<file path="src/rtl/tdm_demux_10ch.sv">
// tdm_demux_10ch: receive-side time-division demultiplexer.
// A serial stream of NCH-slot frames is collected into a shadow register and
// presented as one registered parallel word per completed frame. Each accepted
// sample also gets a registered one-hot strobe and a copy on lane_data.
//
// state | meaning
// ------+----------------------------------------------------------
// IDLE  | waiting for a valid sample flagged with frame_start
// RECV  | collecting slots 1..NCH-1 of the current frame
module tdm_demux_10ch #(
    parameter int WIDTH = 1,
    parameter int NCH   = 10
) (
    input  logic                 clk,
    input  logic                 rst,
    input  logic [WIDTH-1:0]     din,
    input  logic                 din_valid,
    input  logic                 frame_start,
    output logic [3:0]           slot,
    output logic [NCH-1:0]       strobe,
    output logic [WIDTH-1:0]     lane_data,
    output logic [NCH*WIDTH-1:0] y,
    output logic                 y_valid,
    output logic                 frame_err,
    output logic                 busy
);

    typedef enum logic {IDLE, RECV} state_t;

    localparam logic [3:0]     LAST_SLOT = 4'(NCH - 1);
    localparam logic [NCH-1:0] ONE_HOT0  = NCH'(1);

    state_t                 state, state_n;
    logic [3:0]             slot_n;
    logic [NCH*WIDTH-1:0]   shadow, shadow_n;
    logic [NCH-1:0]         strobe_n;
    logic [WIDTH-1:0]       lane_n;
    logic [NCH*WIDTH-1:0]   y_n;
    logic                   y_valid_n;
    logic                   frame_err_n;

    // State and output registers; reset drops any partial frame silently.
    always_ff @(posedge clk or posedge rst) begin
        if (rst) begin
            state     <= IDLE;
            slot      <= '0;
            shadow    <= '0;
            strobe    <= '0;
            lane_data <= '0;
            y         <= '0;
            y_valid   <= 1'b0;
            frame_err <= 1'b0;
        end else begin
            state     <= state_n;
            slot      <= slot_n;
            shadow    <= shadow_n;
            strobe    <= strobe_n;
            lane_data <= lane_n;
            y         <= y_n;
            y_valid   <= y_valid_n;
            frame_err <= frame_err_n;
        end
    end

    // Next-state logic. frame_start on a valid sample always restarts at
    // slot 0, so it outranks completion when both land on slot NCH-1.
    always_comb begin
        state_n     = state;
        slot_n      = slot;
        shadow_n    = shadow;
        strobe_n    = '0;
        lane_n      = lane_data;
        y_n         = y;
        y_valid_n   = 1'b0;
        frame_err_n = 1'b0;
        if (din_valid) begin
            if (frame_start) begin
                frame_err_n             = (state == RECV) && (slot != 4'd0);
                shadow_n                = '0;
                shadow_n[WIDTH-1:0]     = din;
                slot_n                  = 4'd1;
                state_n                 = RECV;
                strobe_n                = ONE_HOT0;
                lane_n                  = din;
            end else if (state == RECV) begin
                strobe_n = ONE_HOT0 << slot;
                lane_n   = din;
                shadow_n[int'(slot)*WIDTH +: WIDTH] = din;
                if (slot == LAST_SLOT) begin
                    y_n                            = shadow;
                    y_n[(NCH-1)*WIDTH +: WIDTH]    = din;
                    y_valid_n                      = 1'b1;
                    slot_n                         = 4'd0;
                    state_n                        = IDLE;
                end else begin
                    slot_n = slot + 4'd1;
                end
            end
        end
    end

    // busy mirrors the RECV state directly.
    assign busy = (state == RECV);

endmodule

</file>
<file path="config.mk">
export PLATFORM = sky130hd
export DESIGN_NAME = tdm_demux_10ch
export DESIGN_NICKNAME = d
export VERILOG_FILES = /design/src/rtl/tdm_demux_10ch.sv
export SDC_FILE = /design/constraint.sdc
export NUM_CORES = 1
export LEC_CHECK = 0
export CELL_PAD_IN_SITES_DETAIL_PLACEMENT = 2
export CELL_PAD_IN_SITES_GLOBAL_PLACEMENT = 2
export CORE_MARGIN = 3
export CORE_UTILIZATION = 30
export DETAILED_ROUTE_END_ITERATION = 12
export HOLD_SLACK_MARGIN = 0.08
export PLACE_DENSITY_LB_ADDON = 0.25
export SLEW_MARGIN = 30
export SYNTH_ARGS = -nofsm -noshare
export SYNTH_HDL_FRONTEND = slang
export SYNTH_SLANG_ARGS = --single-unit
</file>
<file path="constraint.sdc">
create_clock -name clk -period 1.85 [get_ports clk]
set_input_delay 0.4625 -clock clk [delete_from_list [all_inputs] [get_ports clk]]
set_output_delay 0.4625 -clock clk [all_outputs]
set_load 0.05 [all_outputs]
</file>
==> out/summary.md, run 1 <==
Maximum achievable frequency: 543.5 MHz. Grouping stages by cell kind, the critical path spends the most delay in adder cells. The endpoint identified for the worst register-to-register timing path is shadow[0]. The H-tree generated during clock tree synthesis spans 2 levels.

For the count of endpoints failing hold in the final timing report, the log shows 0. The die covers 0.006936 mm2. In the post-synthesis netlist, the biggest area contributors are sky130_fd_sc_hd__dfrtp_1, sky130_fd_sc_hd__mux2_4, sky130_fd_sc_hd__ha_1. The number of register bits inferred by synthesis is 37. Diode insertion count for antenna repair: 0. The area of the core came out at 0.005642 mm2. TritonCTS built the clock tree. For this run, the number of Yosys warnings is 0.

The worst hold path terminates at y[5]. The cell area that synthesis handed to floorplanning was 0.001792 mm2. Routability-driven placement finished with a final weighted congestion of 0.8199. The master of the slowest instance on the critical path is sky130_fd_sc_hd__dfrtp_4.

In the finished design, the share of the clock period the worst path needs comes to 99.45%. Registers are responsible for 33.5% of the overall power. The largest net degree at the start of global routing was 38.

The startpoint identified for the worst hold timing path is shadow[5]. STA classifies the critical path endpoint as a register. The first global-routing pass estimated 8.804 mm of wire. The power density relative to cell area works out to 1049 mW/mm2. The element type at the critical path start was a register. The largest clock skew in the final design was 0.006460 ns; the slew at the pin closest to its max-slew limit was 0.4534 ns. The internal portion of the total power is 1.803 mW.

The root buffer cell chosen for the clock tree is sky130_fd_sc_hd__clkbuf_8. The buffer and inverter count on the worst path came out at 1. Clock-pin slew was measured on the worst setup and hold paths at 0.08 ns. During I/O placement, the number of pins put on the boundary was 33. The initial antenna violation count is 0. Hold repair after CTS inserted 0 buffers. Dividing the detail-routed via count by the number of cells gives 4.915.

The detailed router finished its first iteration with 29 violations. Counting the buffers created by CTS gives 5. The overall via count from detail_route is 1,391. The relative max-transition margin was 69.45%; the number of instances in the synthesized netlist was 152. At the worst endpoint, the arrival time is 2.01 ns.

For the worst-skew pair, the clock arrives at the later sink with an insertion delay of 0.29 ns. Average size of a mapped cell: 11.79 um2. The setup path with the least slack is of type register to register. For this design the total switching power over the nets is 897.0 uW. The final number of setup-violating endpoints is 0, and the die extent in x is 83.28 um. Synthesis produced a netlist with a net count of 166. The max-cap violation count was 0; the largest buffer count on any clock path was 2.

The number of cell instances on the worst register-to-register path is 6, and the distinct cell type count of the synthesized netlist is 41. For this configuration, the core starts out at a cell density of 31.76%. For this block, the routed nets add up to 5.545 mm of wire. The number of clock sinks is 37, and the net count of the finished layout is 224.

The most area-hungry cell type in the Yosys netlist is sky130_fd_sc_hd__dfrtp_1. The run gives 1.265 nW as the leakage component of the power. On the worst path, the slowest cell contributes a delay of 0.47 ns.

The part of the total power dissipated in combinational logic came out at 35.5%. Overall track demand over capacity in global routing: 16.13%. The run finished with clean final reports. Buffers placed on the I/O ports in this run total 32.

Relative to the synthesized area, the layout overhead comes to 43.72%. The count of final max-slew check failures is 0. The die is 83.28 um tall. In this run the core area contains 27 standard-cell rows. The cell repeated most along the worst path was sky130_fd_sc_hd__ha_4. The shortest clock period the worst path allows after layout is 1.840 ns, and the remaining routing DRC violations is 0. For the post-route antenna net violation count, the log shows 0. The clock power share came out at 31.0%. After legalization and detailed placement, the total HPWL measured 3.941 mm.

The critical path goes through inv_4 > ha_4 > ha_4 > nor4_4 > a41oi_1 > mux2_2. The logs give 0.0003979 V for the worst voltage drop across the vdd grid and 51.68% for the portion of the post-synthesis area used by sequential elements. Dividing the detail-routed wire length by the instance count gives 19.59 um.

Worst hold path depth: 1. Of all nets on the critical path, the largest fanout is 8. The via count of the first global-routing pass is 1,554. The register-to-register setup slack was 0.01 ns. Counting buffers and inverters, the worst setup path is 6 cells deep. In this run switching power makes up 33.22% of total power. Hold timing on the final database bottoms out at a slack of 0.5241 ns.

The logs give 283 for the post-route non-filler standard cell count and 2.02 ns for the data required time of the worst path. Setup repair after global routing could not meet its margin everywhere. The top cell type by area accounts for 51.68% of the synthesized area.

For the remaining global-route overflow, the log shows 0. The fraction of layout cells with a size suffix above 1 came out at 45.02%. The worst hold path belongs to the class register to register.

The number of placed instances, taps included, is 271. In this run the critical register-to-register path is launched from slot[0]. The pre-antenna-repair detailed-routing pass consisted of 4 iterations. The design draws 2.700 mW.
-- layout by cell type (no fill, tap or decap), types with 2 or more instances in the layout --
| cell type | synthesis | layout |
|---|---|---|
| sky130_fd_sc_hd__nor2b_1 | 2 | 2 |
| sky130_fd_sc_hd__buf_4 | 1 | 45 |
| sky130_fd_sc_hd__a31oi_1 | 2 | 2 |
| sky130_fd_sc_hd__and3_1 | 9 | 9 |
| sky130_fd_sc_hd__ha_1 | 9 | 6 |
| sky130_fd_sc_hd__nand3_1 | 5 | 5 |
| sky130_fd_sc_hd__mux2_2 | 3 | 3 |
| sky130_fd_sc_hd__inv_1 | 7 | 5 |
| sky130_fd_sc_hd__clkdlybuf4s50_1 | 0 | 4 |
| sky130_fd_sc_hd__bufinv_16 | 0 | 2 |
| sky130_fd_sc_hd__clkbuf_8 | 0 | 5 |
| sky130_fd_sc_hd__dfrtp_2 | 0 | 3 |
| sky130_fd_sc_hd__and2_1 | 4 | 4 |
| sky130_fd_sc_hd__nor3_1 | 3 | 2 |
| sky130_fd_sc_hd__nand2_1 | 16 | 16 |
| sky130_fd_sc_hd__o21ai_0 | 3 | 3 |
| sky130_fd_sc_hd__and4_1 | 2 | 2 |
| sky130_fd_sc_hd__buf_12 | 0 | 7 |
| sky130_fd_sc_hd__nor2_1 | 5 | 5 |
| sky130_fd_sc_hd__mux2_4 | 9 | 9 |
| sky130_fd_sc_hd__dfrtp_1 | 37 | 33 |
| sky130_fd_sc_hd__o22ai_1 | 9 | 9 |
| sky130_fd_sc_hd__ha_4 | 0 | 2 |
-- logic make-up after synthesis --
kind of cell	synth area share, %
simple gates	20.53
flops	51.68
compound gates	7.961
buf+inv	3.561
mux	9.986
fa+ha+maj	6.285
-- synth_stat cells, drive strengths merged --
cell and number:
a21boi 1, a21oi 1, a2bb2oi 1, a31oi 2, a41oi 1, and2 4
and3 10, and4 2, buf 4, clkbuf 2, dfrtp 37, ha 9
inv 7, mux2 12, mux2i 1, nand2 17, nand2b 1, nand3 5
nand3b 1, nor2 7, nor2b 2, nor3 4, nor3b 3, nor4 1
o21ai 3, o21bai 1, o22ai 9, o2bb2ai 1, o311ai 1, or3 1
or3b 1
-- power by group through the flow --
stage	Sequential [mW]	Combinational [mW]	Clock, mW
after floorplan	1.06	0.360	0
after global placement	0.918	0.795	0
after detailed placement	0.925	0.831	0
after CTS	0.903	0.851	0.860
after global routing	0.914	1.03	0.902
final	0.905	0.957	0.838
-- worst max path at each step --
stage | startpoint | endpoint | slack (ns)
after CTS | slot[0] | shadow[0] | 0.009
after global placement | din_valid | shadow[0] | -0.07
after detailed placement | din_valid | y[6] | -0.14
after floorplan | slot[0] | shadow[0] | 0.01
after global routing | slot[0] | shadow[0] | -0.02
final | slot[0] | shadow[0] | 0.01
-- area by class of cell --
type                    instances  area (um2)
flip-flops and latches         37       933.4
well taps                      72       90.09
inverters                       7       28.78
fillers                       579        3067
clock inverters                 3       65.06
multi-input cells             102       859.6
repair buffers                 57       529.3
clock buffers                   5       68.82
-- state kept, by name, indices dropped and copies added, names as in the netlist --
register / count
y_valid: 1
busy: 1
y: 10
shadow: 9
slot: 4
strobe: 10
lane_data: 1
frame_err: 1
-- routing by layer --
| layer | GRT usage, % | wire length (um) |
|---|---|---|
| met1 | 21.08 | 2452 |
| met2 | 27.41 | 2877 |
| met3 | 3.075 | 189 |
| met4 | 4.012 | 25 |
| met5 | 0 | 0 |
-- metrics by stage --
| stage | area [um2] | util, % | setup slack [ns] | setup TNS, ns |
|---|---|---|---|---|
| 2_1_floorplan | 1826 | - | 0.01043 | 0 |
| 3_3_place_gp | 2365 | 41.92 | -0.07320 | -0.8268 |
| 3_5_place_dp | 2365 | 41.92 | -0.1387 | -1.844 |
| 4_1_cts | 2506 | 44.42 | 0.009125 | 0 |
| 5_1_grt | 2575 | 45.64 | -0.02142 | -0.07148 |
| 6_report | 2575 | 45.64 | 0.01019 | 0 |
-- timing repair --
action                     CTS  global route
gates cloned                 0             1
gates resized for setup      0             9
setup buffers                1             2
setup endpoints to repair    2             7
pin swaps                    0             4
No activity file was read; power rests on OpenSTA's default activity.
==> run 2, diff against run 1 <==
--- a/config.mk
+++ b/config.mk
@@ -7,7 +7,6 @@
 export LEC_CHECK = 0
 export CELL_PAD_IN_SITES_DETAIL_PLACEMENT = 2
 export CELL_PAD_IN_SITES_GLOBAL_PLACEMENT = 2
-export CORE_MARGIN = 3
 export CORE_UTILIZATION = 30
 export DETAILED_ROUTE_END_ITERATION = 12
 export HOLD_SLACK_MARGIN = 0.08
==> run 2 against run 1 <==
  * Die area shrank 9.4%
  * Via count grew 0.14%
  * Worst hold slack lost 0.0088 ns
  * Critical path depth grew 2
  * Clock-buffer cell count is the same
  * Critical endpoint is now shadow[1]
  * First-iteration DRC count is the same
  * Cell count grew 1.1%
  * Critical path type unchanged
  * Register-to-register slack gained 0.03 ns
  * Worst setup slack gained 0.029 ns
  * Clock skew shrank 0.0022 ns
  * Maximum frequency grew 1.6%
==> out/summary.md, run 2 (same netlist as run 1, synthesis figures left out) <==
The tools report the max-cap violation count as 0. Cell internal power was estimated by the tool at 1.495 mW. After global routing the overflow that remains totals 0. The run gives 2.03 ns as the data required time of the worst path. For the overall track demand over capacity in global routing, the log shows 18.15%. Combinational logic burns 37.9% of the power. Data on the critical path arrives at its endpoint at 1.99 ns. The overall die area is 0.006285 mm2. Port buffering added 32 buffers.

The level count of the clock H-tree is 2. The largest net degree at the start of global routing was 38. The tightest min-delay check is of the register to register type. Leaving out fill and tap cells, the most frequent cells in the layout are sky130_fd_sc_hd__buf_4, sky130_fd_sc_hd__dfrtp_1, sky130_fd_sc_hd__nand2_1. The most common cell after layout, fill and taps aside is sky130_fd_sc_hd__buf_4. In the final layout, the registers with the most flip-flops are strobe: 10 flops, y: 10 flops, shadow: 9 flops.

Leakage component of the power: 1.246 nW. In the final routed layout, each cell accounts on average for 18.02 um. The endpoint identified for the worst register-to-register timing path is shadow[1]. During I/O placement, the number of pins put on the boundary was 33. For the worst-skew pair, the clock arrives at the later sink with an insertion delay of 0.30 ns. Die extent in x: 79.28 um. The detailed router placed 1,393 vias in this run. In the final layout, the share of cells above drive strength 1 is 44.86%.

The relative area change from synthesis to final layout was 40.71%. For this run, the post-layout net count is 227. The register-to-register setup slack came out at 0.04 ns. The clock power share was 24.2%. Routability-driven placement finished with a final weighted congestion of 0.8259. For the pin with the worst max-slew slack, the measured transition is 0.3777 ns.

The tightest hold margin is 0.5154 ns. The flow ran to the end, and the final reports show no timing, DRC or antenna violations. Subtracting the final worst setup slack from the clock period gives 1.810 ns. In this design, the largest share of critical-path delay is due to flip-flops.

Launching instance or port of the critical path: slot[0]. The critical path is of the register to register type. Among the stages of the critical path, the cell type that occurs most often is sky130_fd_sc_hd__buf_4.

The first global-routing pass estimated 8.521 mm of wire. The worst setup path endpoint is shadow[1]. For this run, the top clock speed supported by timing is 552.3 MHz.

Power spread over the standard cell area amounts to 940.5 mW/mm2. Counting buffers and inverters, the worst setup path is 8 cells deep. The register clock-pin slew on the reported worst setup and hold paths works out to 0.08 ns. The startpoint identified for the worst register-to-register timing path is slot[0]. The number of clock buffers added by TritonCTS is 5.

Of all nets on the critical path, the largest fanout is 12. The run gives 4 as the first-pass iteration count of the detailed router. For the remaining routing DRC violations, the log shows 0. Summed over all nets, the switching power comes to 876.7 uW. The detail route stage leaves a number of antenna-violating nets equal to 0. The fraction of power spent switching nets works out to 36.97%.

The detailed router finished its first iteration with 29 violations. Post-route clock period utilization: 97.86%. The clock passes through at most 2 buffers. Cell chosen for the clock root: sky130_fd_sc_hd__clkbuf_8. For this configuration, the core starts out at a cell density of 31.76%. After detailed routing, the number of vias per cell comes to 4.871. The detailed placement HPWL was 3.725 mm; the die height was 79.28 um. Via count of the first global-routing pass: 1,609.

Measured against its own limit, the worst slew margin works out to 74.42%. The run gives 37.9% as the sequential share of power. The diode insertion count for antenna repair is 0, and the hold buffer count at cts is 0. The total area inside the core boundary comes to 0.005642 mm2. Count of final max-slew check failures: 0. The worst-case IR drop observed on VDD is 0.0003144 V. The signal on the critical path passes through inv_4 > ha_2 > buf_4 > o21bai_1 > a21oi_2 > buf_4 > and4_1 > o22ai_1.

Across the routed clock network, the largest skew measured is 0.004307 ns. TritonCTS built the clock tree. The total length of routed wires was 5.153 mm; the count of endpoints failing hold in the final timing report was 0. For this run, the slowest stage of the critical path takes 0.46 ns. For this design, the slowest cell found on the critical path is sky130_fd_sc_hd__dfrtp_4.

The final number of setup-violating endpoints is 0, and the total number of placement rows is 27. Number of cell instances on the worst register-to-register path: 8. The endpoint kind of the worst setup timing path is a register. Summing internal, switching and leakage power gives 2.371 mW.

Initial antenna violation count: 0. Counting both buffers and inverters, the worst setup path holds a total of 3. STA classifies the critical path startpoint as a register. The run gives 37 as the number of clock sinks.
[run 2: worst min path at each step]
stage / from / cells past startpoint / end
2_1_floorplan: shadow[0] / 1 / y[0]
3_3_place_gp: shadow[8] / 1 / y[8]
3_5_place_dp: shadow[8] / 1 / y[8]
4_1_cts: shadow[8] / 1 / y[8]
5_1_grt: shadow[5] / 1 / y[5]
6_report: shadow[3] / 1 / y[3]
[run 2: per-stage QoR]
step	setup WS, ns	area, um2	utilization [%]	setup TNS [ns]	cells
after floorplan	0.01043	1826	-	0	152
after global placement	-0.06182	2402	42.58	-0.4804	276
after detailed placement	-0.08766	2402	42.58	-0.9498	276
after CTS	0.02401	2495	44.22	0	284
after global routing	-0.01250	2521	44.69	-0.01250	286
final	0.03955	2521	44.69	0	286
[run 2: layer usage]
metal | wire length (um) | vias to the layer above | part of all wire, % | global-route usage, %
met5 | 0 | - | 0 | 0
met4 | 73 | 0 | 1.4 | 6.000
met3 | 162 | 6 | 3.1 | 3.563
met2 | 2572 | 26 | 50 | 30.95
met1 | 2344 | 702 | 45 | 22.88
li1 | - | 659 | - | -
[run 2: repair_timing]
item / 4_1_cts / 5_1_grt
hold endpoints to repair: 0 / 0
endpoints found under the setup margin: 1 / 12
gates resized for setup: 1 / 2
setup buffers: 0 / 2
pin swaps: 0 / 1
[run 2: worst register-to-register path, cell delays in order, from the launching register on]
cell and delay, ns:
sky130_fd_sc_hd__dfrtp_4 0.46, sky130_fd_sc_hd__inv_4 0.05, sky130_fd_sc_hd__ha_2 0.20, sky130_fd_sc_hd__buf_4 0.15, sky130_fd_sc_hd__o21bai_1 0.16, sky130_fd_sc_hd__a21oi_2 0.18, sky130_fd_sc_hd__buf_4 0.20, sky130_fd_sc_hd__and4_1 0.21
sky130_fd_sc_hd__o22ai_1 0.09
[run 2: cell type report]
type / count / area [um2]
Sequential cell: 37 / 933.4
Multi-Input combinational cell: 102 / 834.6
Fill cell: 568 / 3120
Tap cell: 72 / 90.09
Timing Repair Buffer: 60 / 548.0
Clock buffer: 5 / 68.82
Inverter: 7 / 28.78
Clock inverter: 3 / 17.52
[run 2: power groups by stage]
stage	Clock [mW]	Combinational (mW)	Sequential, mW
final	0.573	0.899	0.899
after global routing	0.614	0.958	0.907
after CTS	0.590	0.860	0.907
after detailed placement	0	0.839	0.923
after global placement	0	0.808	0.919
after floorplan	0	0.360	1.06
==> run 3, diff against run 2 <==
--- a/config.mk
+++ b/config.mk
@@ -11,6 +11,7 @@
 export DETAILED_ROUTE_END_ITERATION = 12
 export HOLD_SLACK_MARGIN = 0.08
 export PLACE_DENSITY_LB_ADDON = 0.25
+export SKIP_LAST_GASP = 1
 export SLEW_MARGIN = 30
 export SYNTH_ARGS = -nofsm -noshare
 export SYNTH_HDL_FRONTEND = slang
==> results of run 3 <==
No change in the layout: final DEF, timing and power equal those of run 2.
